[src/rtl/alu_arbiter_pkg.sv]
// Shared constants for alu_arbiter: ALU op codes, flag bit positions and flag packing.
package alu_arbiter_pkg;

  localparam int unsigned AluOpW = 7;
  localparam int unsigned FlagsW = 4;

  localparam int unsigned FlagCout = 0;
  localparam int unsigned FlagZero = 1;
  localparam int unsigned FlagSign = 2;
  localparam int unsigned FlagOvf  = 3;

  localparam logic [AluOpW-1:0] AluAdd  = 7'h00;
  localparam logic [AluOpW-1:0] AluSub  = 7'h01;
  localparam logic [AluOpW-1:0] AluAnd  = 7'h02;
  localparam logic [AluOpW-1:0] AluOr   = 7'h03;
  localparam logic [AluOpW-1:0] AluXor  = 7'h04;
  localparam logic [AluOpW-1:0] AluLsl  = 7'h05;
  localparam logic [AluOpW-1:0] AluLsr  = 7'h06;
  localparam logic [AluOpW-1:0] AluSmul = 7'h07;

  function automatic logic [FlagsW-1:0] pack_flags(input logic cout, input logic zero,
                                                   input logic sign, input logic ovf);
    logic [FlagsW-1:0] f;
    f           = '0;
    f[FlagCout] = cout;
    f[FlagZero] = zero;
    f[FlagSign] = sign;
    f[FlagOvf]  = ovf;
    return f;
  endfunction

endpackage

[src/rtl/alu.sv]
// Combinational N-bit ALU; SUB reports borrow on cout, SMUL keeps the low N bits.
module alu
  import alu_arbiter_pkg::*;
#(
  parameter int unsigned N   = 8,
  parameter int unsigned OpW = AluOpW
) (
  input  logic [OpW-1:0] op_i,
  input  logic [N-1:0]   a_i,
  input  logic [N-1:0]   b_i,
  input  logic           cin_i,
  output logic [N-1:0]   out_o,
  output logic           cout_o,
  output logic           zero_o,
  output logic           sign_o,
  output logic           overflow_o
);

  logic [N:0]     sum;
  logic [2*N-1:0] prod;

  always_comb begin
    sum        = '0;
    prod       = '0;
    out_o      = '0;
    cout_o     = 1'b0;
    overflow_o = 1'b0;
    case (op_i)
      AluAdd: begin
        sum        = {1'b0, a_i} + {1'b0, b_i} + {{N{1'b0}}, cin_i};
        out_o      = sum[N-1:0];
        cout_o     = sum[N];
        overflow_o = (a_i[N-1] == b_i[N-1]) && (sum[N-1] != a_i[N-1]);
      end
      AluSub: begin
        sum        = {1'b0, a_i} - {1'b0, b_i} - {{N{1'b0}}, cin_i};
        out_o      = sum[N-1:0];
        cout_o     = sum[N];
        overflow_o = (a_i[N-1] != b_i[N-1]) && (sum[N-1] != a_i[N-1]);
      end
      AluAnd: out_o = a_i & b_i;
      AluOr:  out_o = a_i | b_i;
      AluXor: out_o = a_i ^ b_i;
      AluLsl: out_o = a_i << b_i;
      AluLsr: out_o = a_i >> b_i;
      AluSmul: begin
        prod       = $signed({{N{a_i[N-1]}}, a_i}) * $signed({{N{b_i[N-1]}}, b_i});
        out_o      = prod[N-1:0];
        overflow_o = prod[2*N-1:N] != {N{prod[N-1]}};
      end
      default: out_o = '0;
    endcase
    zero_o = (out_o == '0);
    sign_o = out_o[N-1];
  end

endmodule

[src/rtl/alu_arbiter_rr_arb2.sv]
// Two-way round-robin grant; last_grant moves only when a granted request is accepted.
module alu_rr_arb2 (
  input  logic clk_i,
  input  logic rst_ni,
  input  logic valid0_i,
  input  logic valid1_i,
  input  logic accept_i,
  output logic grant0_o,
  output logic grant1_o
);

  logic last_grant_q;

  always_comb begin
    grant0_o = valid0_i & (~valid1_i | last_grant_q);
    grant1_o = valid1_i & (~valid0_i | ~last_grant_q);
  end

  // Resetting to 1 lets requester 0 win the first contention.
  always_ff @(posedge clk_i or negedge rst_ni) begin
    if (!rst_ni) begin
      last_grant_q <= 1'b1;
    end else if (accept_i && (grant0_o || grant1_o)) begin
      last_grant_q <= grant1_o;
    end
  end

endmodule

[src/rtl/alu_arbiter.sv]
// Two requesters share one ALU through a 2-stage pipeline with a tagged response channel.
// Define ALU_ARB_CARRY_CHAIN_EN for per-requester carry chaining (use_carry inputs).
module alu_arbiter
  import alu_arbiter_pkg::*;
#(
  parameter int unsigned N    = 8,
  parameter int unsigned OP_W = AluOpW
) (
  input  logic              clk,
  input  logic              rst_n,
  input  logic              req0_valid,
  output logic              req0_ready,
  input  logic [OP_W-1:0]   req0_op,
  input  logic [N-1:0]      req0_a,
  input  logic [N-1:0]      req0_b,
  input  logic              req0_cin,
`ifdef ALU_ARB_CARRY_CHAIN_EN
  input  logic              req0_use_carry,
  input  logic              req1_use_carry,
`endif
  input  logic              req1_valid,
  output logic              req1_ready,
  input  logic [OP_W-1:0]   req1_op,
  input  logic [N-1:0]      req1_a,
  input  logic [N-1:0]      req1_b,
  input  logic              req1_cin,
  output logic              rsp_valid,
  input  logic              rsp_ready,
  output logic              rsp_id,
  output logic [N-1:0]      rsp_out,
  output logic [FlagsW-1:0] rsp_flags
);

  logic            s1_valid_q, s2_valid_q;
  logic            s1_adv, s2_adv, accept, take;
  logic            grant0, grant1;
  logic [OP_W-1:0] s1_op_q;
  logic [N-1:0]    s1_a_q, s1_b_q;
  logic            s1_cin_q, s1_id_q;
  logic [N-1:0]    alu_out;
  logic            alu_cin, alu_cout, alu_zero, alu_sign, alu_ovf;

  always_comb begin
    s2_adv     = ~s2_valid_q | rsp_ready;
    s1_adv     = s1_valid_q & s2_adv;
    accept     = ~s1_valid_q | s2_adv;
    take       = accept & (grant0 | grant1);
    req0_ready = rst_n & accept & grant0;
    req1_ready = rst_n & accept & grant1;
    rsp_valid  = s2_valid_q;
  end

  alu_rr_arb2 u_arb (
    .clk_i    (clk),
    .rst_ni   (rst_n),
    .valid0_i (req0_valid),
    .valid1_i (req1_valid),
    .accept_i (accept),
    .grant0_o (grant0),
    .grant1_o (grant1)
  );

  always_ff @(posedge clk or negedge rst_n) begin
    if (!rst_n) begin
      s1_valid_q <= 1'b0;
      s1_op_q    <= '0;
      s1_a_q     <= '0;
      s1_b_q     <= '0;
      s1_cin_q   <= 1'b0;
      s1_id_q    <= 1'b0;
    end else if (take) begin
      s1_valid_q <= 1'b1;
      s1_op_q    <= grant1 ? req1_op  : req0_op;
      s1_a_q     <= grant1 ? req1_a   : req0_a;
      s1_b_q     <= grant1 ? req1_b   : req0_b;
      s1_cin_q   <= grant1 ? req1_cin : req0_cin;
      s1_id_q    <= grant1;
    end else if (s1_adv) begin
      s1_valid_q <= 1'b0;
    end
  end

`ifdef ALU_ARB_CARRY_CHAIN_EN
  logic       s1_use_carry_q;
  logic [1:0] carry_q;

  // The previous op of the same id has always left s1, so carry_q is already current.
  always_ff @(posedge clk or negedge rst_n) begin
    if (!rst_n) begin
      s1_use_carry_q <= 1'b0;
      carry_q        <= '0;
    end else begin
      if (take) begin
        s1_use_carry_q <= grant1 ? req1_use_carry : req0_use_carry;
      end
      if (s1_adv) begin
        carry_q[s1_id_q] <= alu_cout;
      end
    end
  end

  always_comb alu_cin = s1_use_carry_q ? carry_q[s1_id_q] : s1_cin_q;
`else
  always_comb alu_cin = s1_cin_q;
`endif

  alu #(
    .N   (N),
    .OpW (OP_W)
  ) u_alu (
    .op_i       (s1_op_q),
    .a_i        (s1_a_q),
    .b_i        (s1_b_q),
    .cin_i      (alu_cin),
    .out_o      (alu_out),
    .cout_o     (alu_cout),
    .zero_o     (alu_zero),
    .sign_o     (alu_sign),
    .overflow_o (alu_ovf)
  );

  always_ff @(posedge clk or negedge rst_n) begin
    if (!rst_n) begin
      s2_valid_q <= 1'b0;
      rsp_id     <= 1'b0;
      rsp_out    <= '0;
      rsp_flags  <= '0;
    end else if (s1_adv) begin
      s2_valid_q <= 1'b1;
      rsp_id     <= s1_id_q;
      rsp_out    <= alu_out;
      rsp_flags  <= pack_flags(alu_cout, alu_zero, alu_sign, alu_ovf);
    end else if (rsp_ready) begin
      s2_valid_q <= 1'b0;
    end
  end

endmodule
[config.mk]
export PLATFORM = sky130hd
export DESIGN_NAME = alu_arbiter
export DESIGN_NICKNAME = d
export VERILOG_FILES = /design/src/rtl/alu_arbiter_pkg.sv /design/src/rtl/alu.sv /design/src/rtl/alu_arbiter_rr_arb2.sv /design/src/rtl/alu_arbiter.sv
export SDC_FILE = /design/constraint.sdc
export NUM_CORES = 1
export LEC_CHECK = 0
export CORE_ASPECT_RATIO = 2
export CORE_UTILIZATION = 55
export CTS_CLUSTER_SIZE = 12
export DETAILED_ROUTE_END_ITERATION = 12
export PLACE_DENSITY = 0.78
export SLEW_MARGIN = 20
export SYNTH_ARGS = -nofsm -noshare
export SYNTH_HDL_FRONTEND = slang
export SYNTH_SLANG_ARGS = --single-unit
[constraint.sdc]
create_clock -name clk -period 14.4 [get_ports clk]
set_clock_uncertainty 0.2 [all_clocks]
set_input_delay 1.44 -clock clk [delete_from_list [all_inputs] [get_ports clk]]
set_output_delay 1.44 -clock clk [all_outputs]
set_load 0.1 [all_outputs]
==> results.md, run 1 <==
- Cell count after synthesis: 740
- Yosys top cell area share: 0.1860
- Primary FF master, synth: dfrtp_1
- Number of nets still failing antenna checks after routing: 0
- Post-synth EDFFs: 0
- Setup TNS: 0 ns
- Synth Area per Inst: 8.581 um2
- Rows: 55
- Seq. cell area: 1002 um2
- Final Max Tran Viols: 0
- Data arrival, critical path: 5.96 ns
- Area grow syn2layout: 14.17%
- Util after Layout: 0.6424
- Die area: 12000 um2
- Clock transition at path regs: 0.06 ns
- TritonCTS clock tree: yes
- Setup WS post-layout: 8.407 ns
- Maximum clock path buffer count: 2
- Final min period: 5.993 ns
- Slew @ Worst Pin: 0.9751 ns
- Ranking of synthesized cells by area: fa_1, dfrtp_1, ha_1
- Dpl ws: 8.485 ns
- Initial Utilization: 0.5626
- First-pass GRT wire length: 29.60 mm
- Top cells by count, synth: inv_1, nor2_1, nand2_1, ha_1, fa_1
- Port Buffers: 68
- DRC errors left: 0
- CP startpoint kind: flop
- Crit path cell chain: clkinv_1 > nor2_1 > fa_1 > inv_1 > fa_1 > fa_1 > fa_1 > inv_1 > ha_1 > and3_1 > a21oi_1 > nand3b_1 > xor2_1 > or4b_1 > a211oi_1 > a21oi_1
- Status: completed
- F_max: 166.9 MHz
- Delay-heaviest family, CP: adder cells
- GPL Wtd Cong: 1.024
- CTS H-tree lvls: 2
- Via density: 6.155
- Post-layout nets: 956
- Initial drt markers: 340
- ANT cells: 0
- Placeable Area: 11290 um2
- Cts bufs inserted: 5
- Seq/Total Area, Yosys: 0.1578
- Tcrit/Tclk final: 0.4162
- CTS root buf: clkbuf_16
- Clk_lat worst skew: 0.29 ns
- Critical path class: reg2reg
- Total track usage: 0.3184
- Crit-path most repeated cell: fa_1
- Multi-input logic area: 4802 um2
- Sink Count: 40
- Crit path buf inv count: 3
- Slew headroom: 0.3479
- Pin count of the biggest net entering global routing: 50
- Final Hold Fails: 0
- DP HPWL: 14.84 mm
- Required time worst endpoint: 14.37 ns
- Post-synth cell types: 73
- Number of post-CTS setup repair buffers: 0
- Die Ht: 154.0 um
- Max FO, Critical Path: 13
- Setup violators final: 0
- Ratio of cells with drive above 1 in the final layout: 0.05478
- Cts repair resizes: 0
- DR vias: 5706
- I/O pins: 69
- Hold Path Class: reg2reg
- Cell with the most instances after synthesis: inv_1
- Cell taking the most area after synthesis: fa_1
- WL/cell: 19.42 um
- Vias in the first global route: 5904
- Routed WL: 18.00 mm
- Filler instances: 961
- Post-CTS Hold Fix Bufs: 0
- Ys Warns: 0
- Critical Path Sink Type: flop
- Synth async-reset ratio: 1.000
- RSZ-0062 raised after global routing: no
- Max Cap Viol: 0
- Synthesized flop and latch total: 40
- Initial antenna violation count: 0
- Remaining Overflow, GRT: 0
- Syn Std Cell Area: 6350 um2
- Die Width: 77.98 um
- Worst path slowest cell: dfrtp_1
- Post-synthesis net count: 912
- Crit-path max cell delay: 0.72 ns
- Pre-antenna DRT Iters: 5
## final cells by class
cell class / count / share of cell area
multi-input combinational: 556 / 0.6624
tap: 142 / 0.02451
clock buffer: 6 / 0.01778
clock inverter: 2 / 0.001726
inverter: 106 / 0.05488
timing repair buffer: 75 / 0.1004
sequential: 40 / 0.1382
## sequential cells by signal, indices dropped and copies added (netlist names)
name and count:
s1_valid_q 1, rsp_out 7, s1_a_q 8, rsp_valid 1, s1_b_q 8, rsp_id 1, s1_id_q 1, rsp_flags 4
u_arb.last_grant_q 1, s1_op_q 7, alu_cin 1
## metrics by stage
stage / area (um2) / std cells / hold slack [ns]
final: 7249 / 927 / 0.2895
after floorplan: 6350 / 740 / 0.2711
after CTS: 7249 / 927 / 0.2901
after detailed placement: 7108 / 919 / 0.2693
after global routing: 7249 / 927 / 0.3142
after global placement: 7102 / 919 / 0.2610
## path summary, 6_finish.rpt
kind | start | endpoint | slack [ns] | cells after the start
worst max-delay path | s1_b_q[2] | rsp_flags[3] | 8.41 | 16
worst min-delay path | rsp_out[6] | rsp_out[6] | 0.29 | 1
worst max register to register | s1_b_q[2] | rsp_flags[3] | 8.41 | 16
worst min register to register | rsp_out[6] | rsp_out[6] | 0.29 | 1
max in group asynchronous | rst_n | s1_op_q[1] | 12.30 | 1
min in group asynchronous | rst_n | rsp_out[4] | 1.10 | 1
## placed cells by master (no fill, tap or decap), types with 4 or more instances in the layout
cell type / instances
inv_1: 102
nor2_1: 75
clkdlybuf4s50_1: 67
nand2_1: 66
ha_1: 60
fa_1: 59
dfrtp_1: 39
a21oi_1: 37
mux2i_1: 36
nand3_1: 21
o21ai_0: 16
xnor2_1: 16
a31oi_1: 12
nand2b_1: 10
nor3_1: 10
xor2_1: 9
mux4_2: 8
nand4_1: 7
buf_4: 7
o2111ai_1: 6
o21ai_1: 5
a21o_1: 5
nor2b_1: 5
clkbuf_16: 5
and2_1: 4
and3_1: 4
a22oi_1: 4
a211oi_1: 4
## kinds of logic (layout without fill, tap and decap cells)
kind of cell,Yosys count,in the layout,synth area share
multiplexers,46,46,0.08867
buffers and inverters,144,189,0.08867
AND/OR/NAND/NOR,232,232,0.1840
XOR/XNOR,25,25,0.03448
adder cells (fa/ha/maj),119,119,0.3042
flip-flops,40,40,0.1578
AO/OA/AOI/OAI,134,134,0.1421
## routing by layer
layer	wire, um	vias to the layer above	part of all wire	global-route usage
li1	-	2606	-	-
met3	722	73	0.040	0.02611
met1	6062	2818	0.34	0.3352
met4	1155	0	0.064	0.1869
met5	0	-	0	0
met2	10060	209	0.56	0.6009
## worst reg2reg max path: stages, from the launching register on
cell	delay, ns
dfrtp_1	0.72
clkinv_1	0.46
nor2_1	0.51
fa_1	0.50
inv_1	0.08
fa_1	0.45
fa_1	0.54
fa_1	0.55
inv_1	0.04
ha_1	0.36
and3_1	0.19
a21oi_1	0.16
nand3b_1	0.11
xor2_1	0.17
or4b_1	0.50
a211oi_1	0.24
a21oi_1	0.10
Power of run 1 is not shown: default switching activity piles up to over one toggle a cycle in this logic, so the estimate is an artifact.
==> run 2, diff against run 1 <==
==> constraint.sdc (replaced) <==
create_clock -name clk -period 5.7 [get_ports clk]
set_clock_uncertainty 0.2 [all_clocks]
set_input_delay 0.57 -clock clk [delete_from_list [all_inputs] [get_ports clk]]
set_output_delay 0.57 -clock clk [all_outputs]
set_load 0.1 [all_outputs]
==> run 2 against run 1 <==
Compared with the run above:
- die area unchanged
- non-clock buffer count up 18
- utilization up 1.6 points
- via count up 1.9%
- flip-flop and latch count unchanged
- count of clock-buffer cells in the layout unchanged
- routed wire length up 16%
- register-to-register slack worse by 8.1 ns
- critical path type unchanged
==> results.md, run 2 (synthesized netlist as in run 1, its figures left out) <==
- Status: completed
- Commonest non-fill, non-tap cell in the layout: inv_1
- Data arrival, critical path: 5.31 ns
- Sink Count: 40
- Ratio of cells with drive above 1 in the final layout: 0.08219
- Die Width: 77.98 um
- Tcrit/Tclk final: 0.9387
- Number of nets still failing antenna checks after routing: 0
- Critical Path Sink Type: flop
- Crit path buf inv count: 3
- Required time worst endpoint: 5.66 ns
- Filler instances: 949
- Pin count of the biggest net entering global routing: 50
- Total track usage: 0.3627
- Post-layout nets: 974
- Port Buffers: 68
- Initial antenna violation count: 0
- Slew @ Worst Pin: 0.9985 ns
- Met1 usage: 0.3450
- Placeable Area: 11290 um2
- DRC errors left: 0
- Clock transition at path regs: 0.07 ns
- I/O pins: 69
- GRT Max-Usage Layer: met2
- Crit-path max cell delay: 0.56 ns
- Area grow syn2layout: 16.99%
- Final Hold Fails: 0
- CP startpoint kind: flop
- Inst Count DP: 936
- Crit-path most repeated cell: fa_1
- Routed WL: 20.88 mm
- TritonCTS clock tree: yes
- Maximum clock path buffer count: 2
- DR vias: 5814
- Pre-antenna DRT Iters: 5
- Max Cap Viol: 0
- GPL Wtd Cong: 0.9439
- Slew headroom: 0.3322
- DP HPWL: 17.56 mm
- Setup violators final: 0
- Clk_lat worst skew: 0.29 ns
- WL/cell: 22.10 um
- Vias in the first global route: 6166
- Final Max Tran Viols: 0
- Final min period: 5.350 ns
- CTS root buf: clkbuf_16
- First-pass GRT wire length: 32.20 mm
- Initial drt markers: 392
- Util after Layout: 0.6582
- Crit path cell chain: inv_1 > nor2_1 > fa_1 > fa_1 > inv_1 > fa_1 > fa_1 > inv_1 > ha_1 > nand3_1 > o2111ai_2 > nand2_1 > xnor2_1 > or4b_1 > a211oi_1 > a21oi_1
- ANT cells: 0
- Cts bufs inserted: 5
- Via density: 6.152
- RSZ-0062 raised after global routing: no
- Seq. cell area: 1007 um2
- CTS H-tree lvls: 2
- Commonest cells after routing, fill and taps aside: inv_1, nor2_1, clkdlybuf4s50_1
- Rows: 55
- Setup TNS: 0 ns
- Worst path slowest cell: fa_1
- Die Ht: 154.0 um
- Initial Utilization: 0.5626
- Top flop regs: s1_a_q x8, s1_b_q x8
- Remaining Overflow, GRT: 0
- Met3 usage: 0.03620
- Multi-input logic area: 4802 um2
- Finished Layout Cells: 945
- Setup WS post-layout: 0.3495 ns
- GRT met2 Usage: 0.6945
- Critical path class: reg2reg
- Delay-heaviest family, CP: adder cells
- R2r setup slk: 0.35 ns
- F_max: 186.9 MHz
- Hold Path Class: reg2reg
- Max FO, Critical Path: 7
- Die area: 12000 um2
- Dpl ws: 0.1684 ns
==> run 2: layer usage <==
metal	vias to the layer above	wire, um
met3	85	685
met5	-	0
met2	217	11740
met4	0	1705
met1	2865	6747
li1	2647	-
==> run 2: final timing paths <==
path                       cells past startpoint            to       start
min                                            2    rsp_out[2]  rsp_out[2]
min reg2reg                                    2    rsp_out[2]  rsp_out[2]
max                                           16  rsp_flags[3]   s1_a_q[4]
min in group asynchronous                      2    s1_op_q[1]       rst_n
max reg2reg                                   16  rsp_flags[3]   s1_a_q[4]
max in group asynchronous                      3     s1_b_q[4]       rst_n
==> run 2: per-stage QoR <==
stage	hold WS [ns]	area (um2)
after detailed placement	0.2633	7229
final	0.2716	7428
after global placement	0.2588	7229
after floorplan	0.07441	6350
after CTS	0.2782	7417
after global routing	0.3019	7428
==> run 2: cell type report <==
type | instances | share of cell area
multi-input cells | 556 | 0.6465
flip-flops and latches | 40 | 0.1356
repair buffers | 93 | 0.1166
inverters | 106 | 0.05356
well taps | 142 | 0.02392
clock buffers | 6 | 0.01870
clock inverters | 2 | 0.005221
==> run 2: timing repair <==
item / CTS / global route
endpoints found under the setup margin: 0 / 1
endpoints found under the hold margin: 8 / 0
setup buffers: 0 / 0
hold buffers: 1 / 0
gates resized for setup: 0 / 6
==> run 2: worst register-to-register path: cells and delay by family, from the launching register on <==
family / cells / cell delay, ns
DFF: 1 / 0.48
AOI/OAI and AO/OA: 3 / 0.61
xor gates and xnor gates: 1 / 0.16
adders and majority gates: 5 / 2.42
and+or+nand+nor: 4 / 0.90
buffers and inverters: 3 / 0.43
Power of run 2 is left out for the same reason.
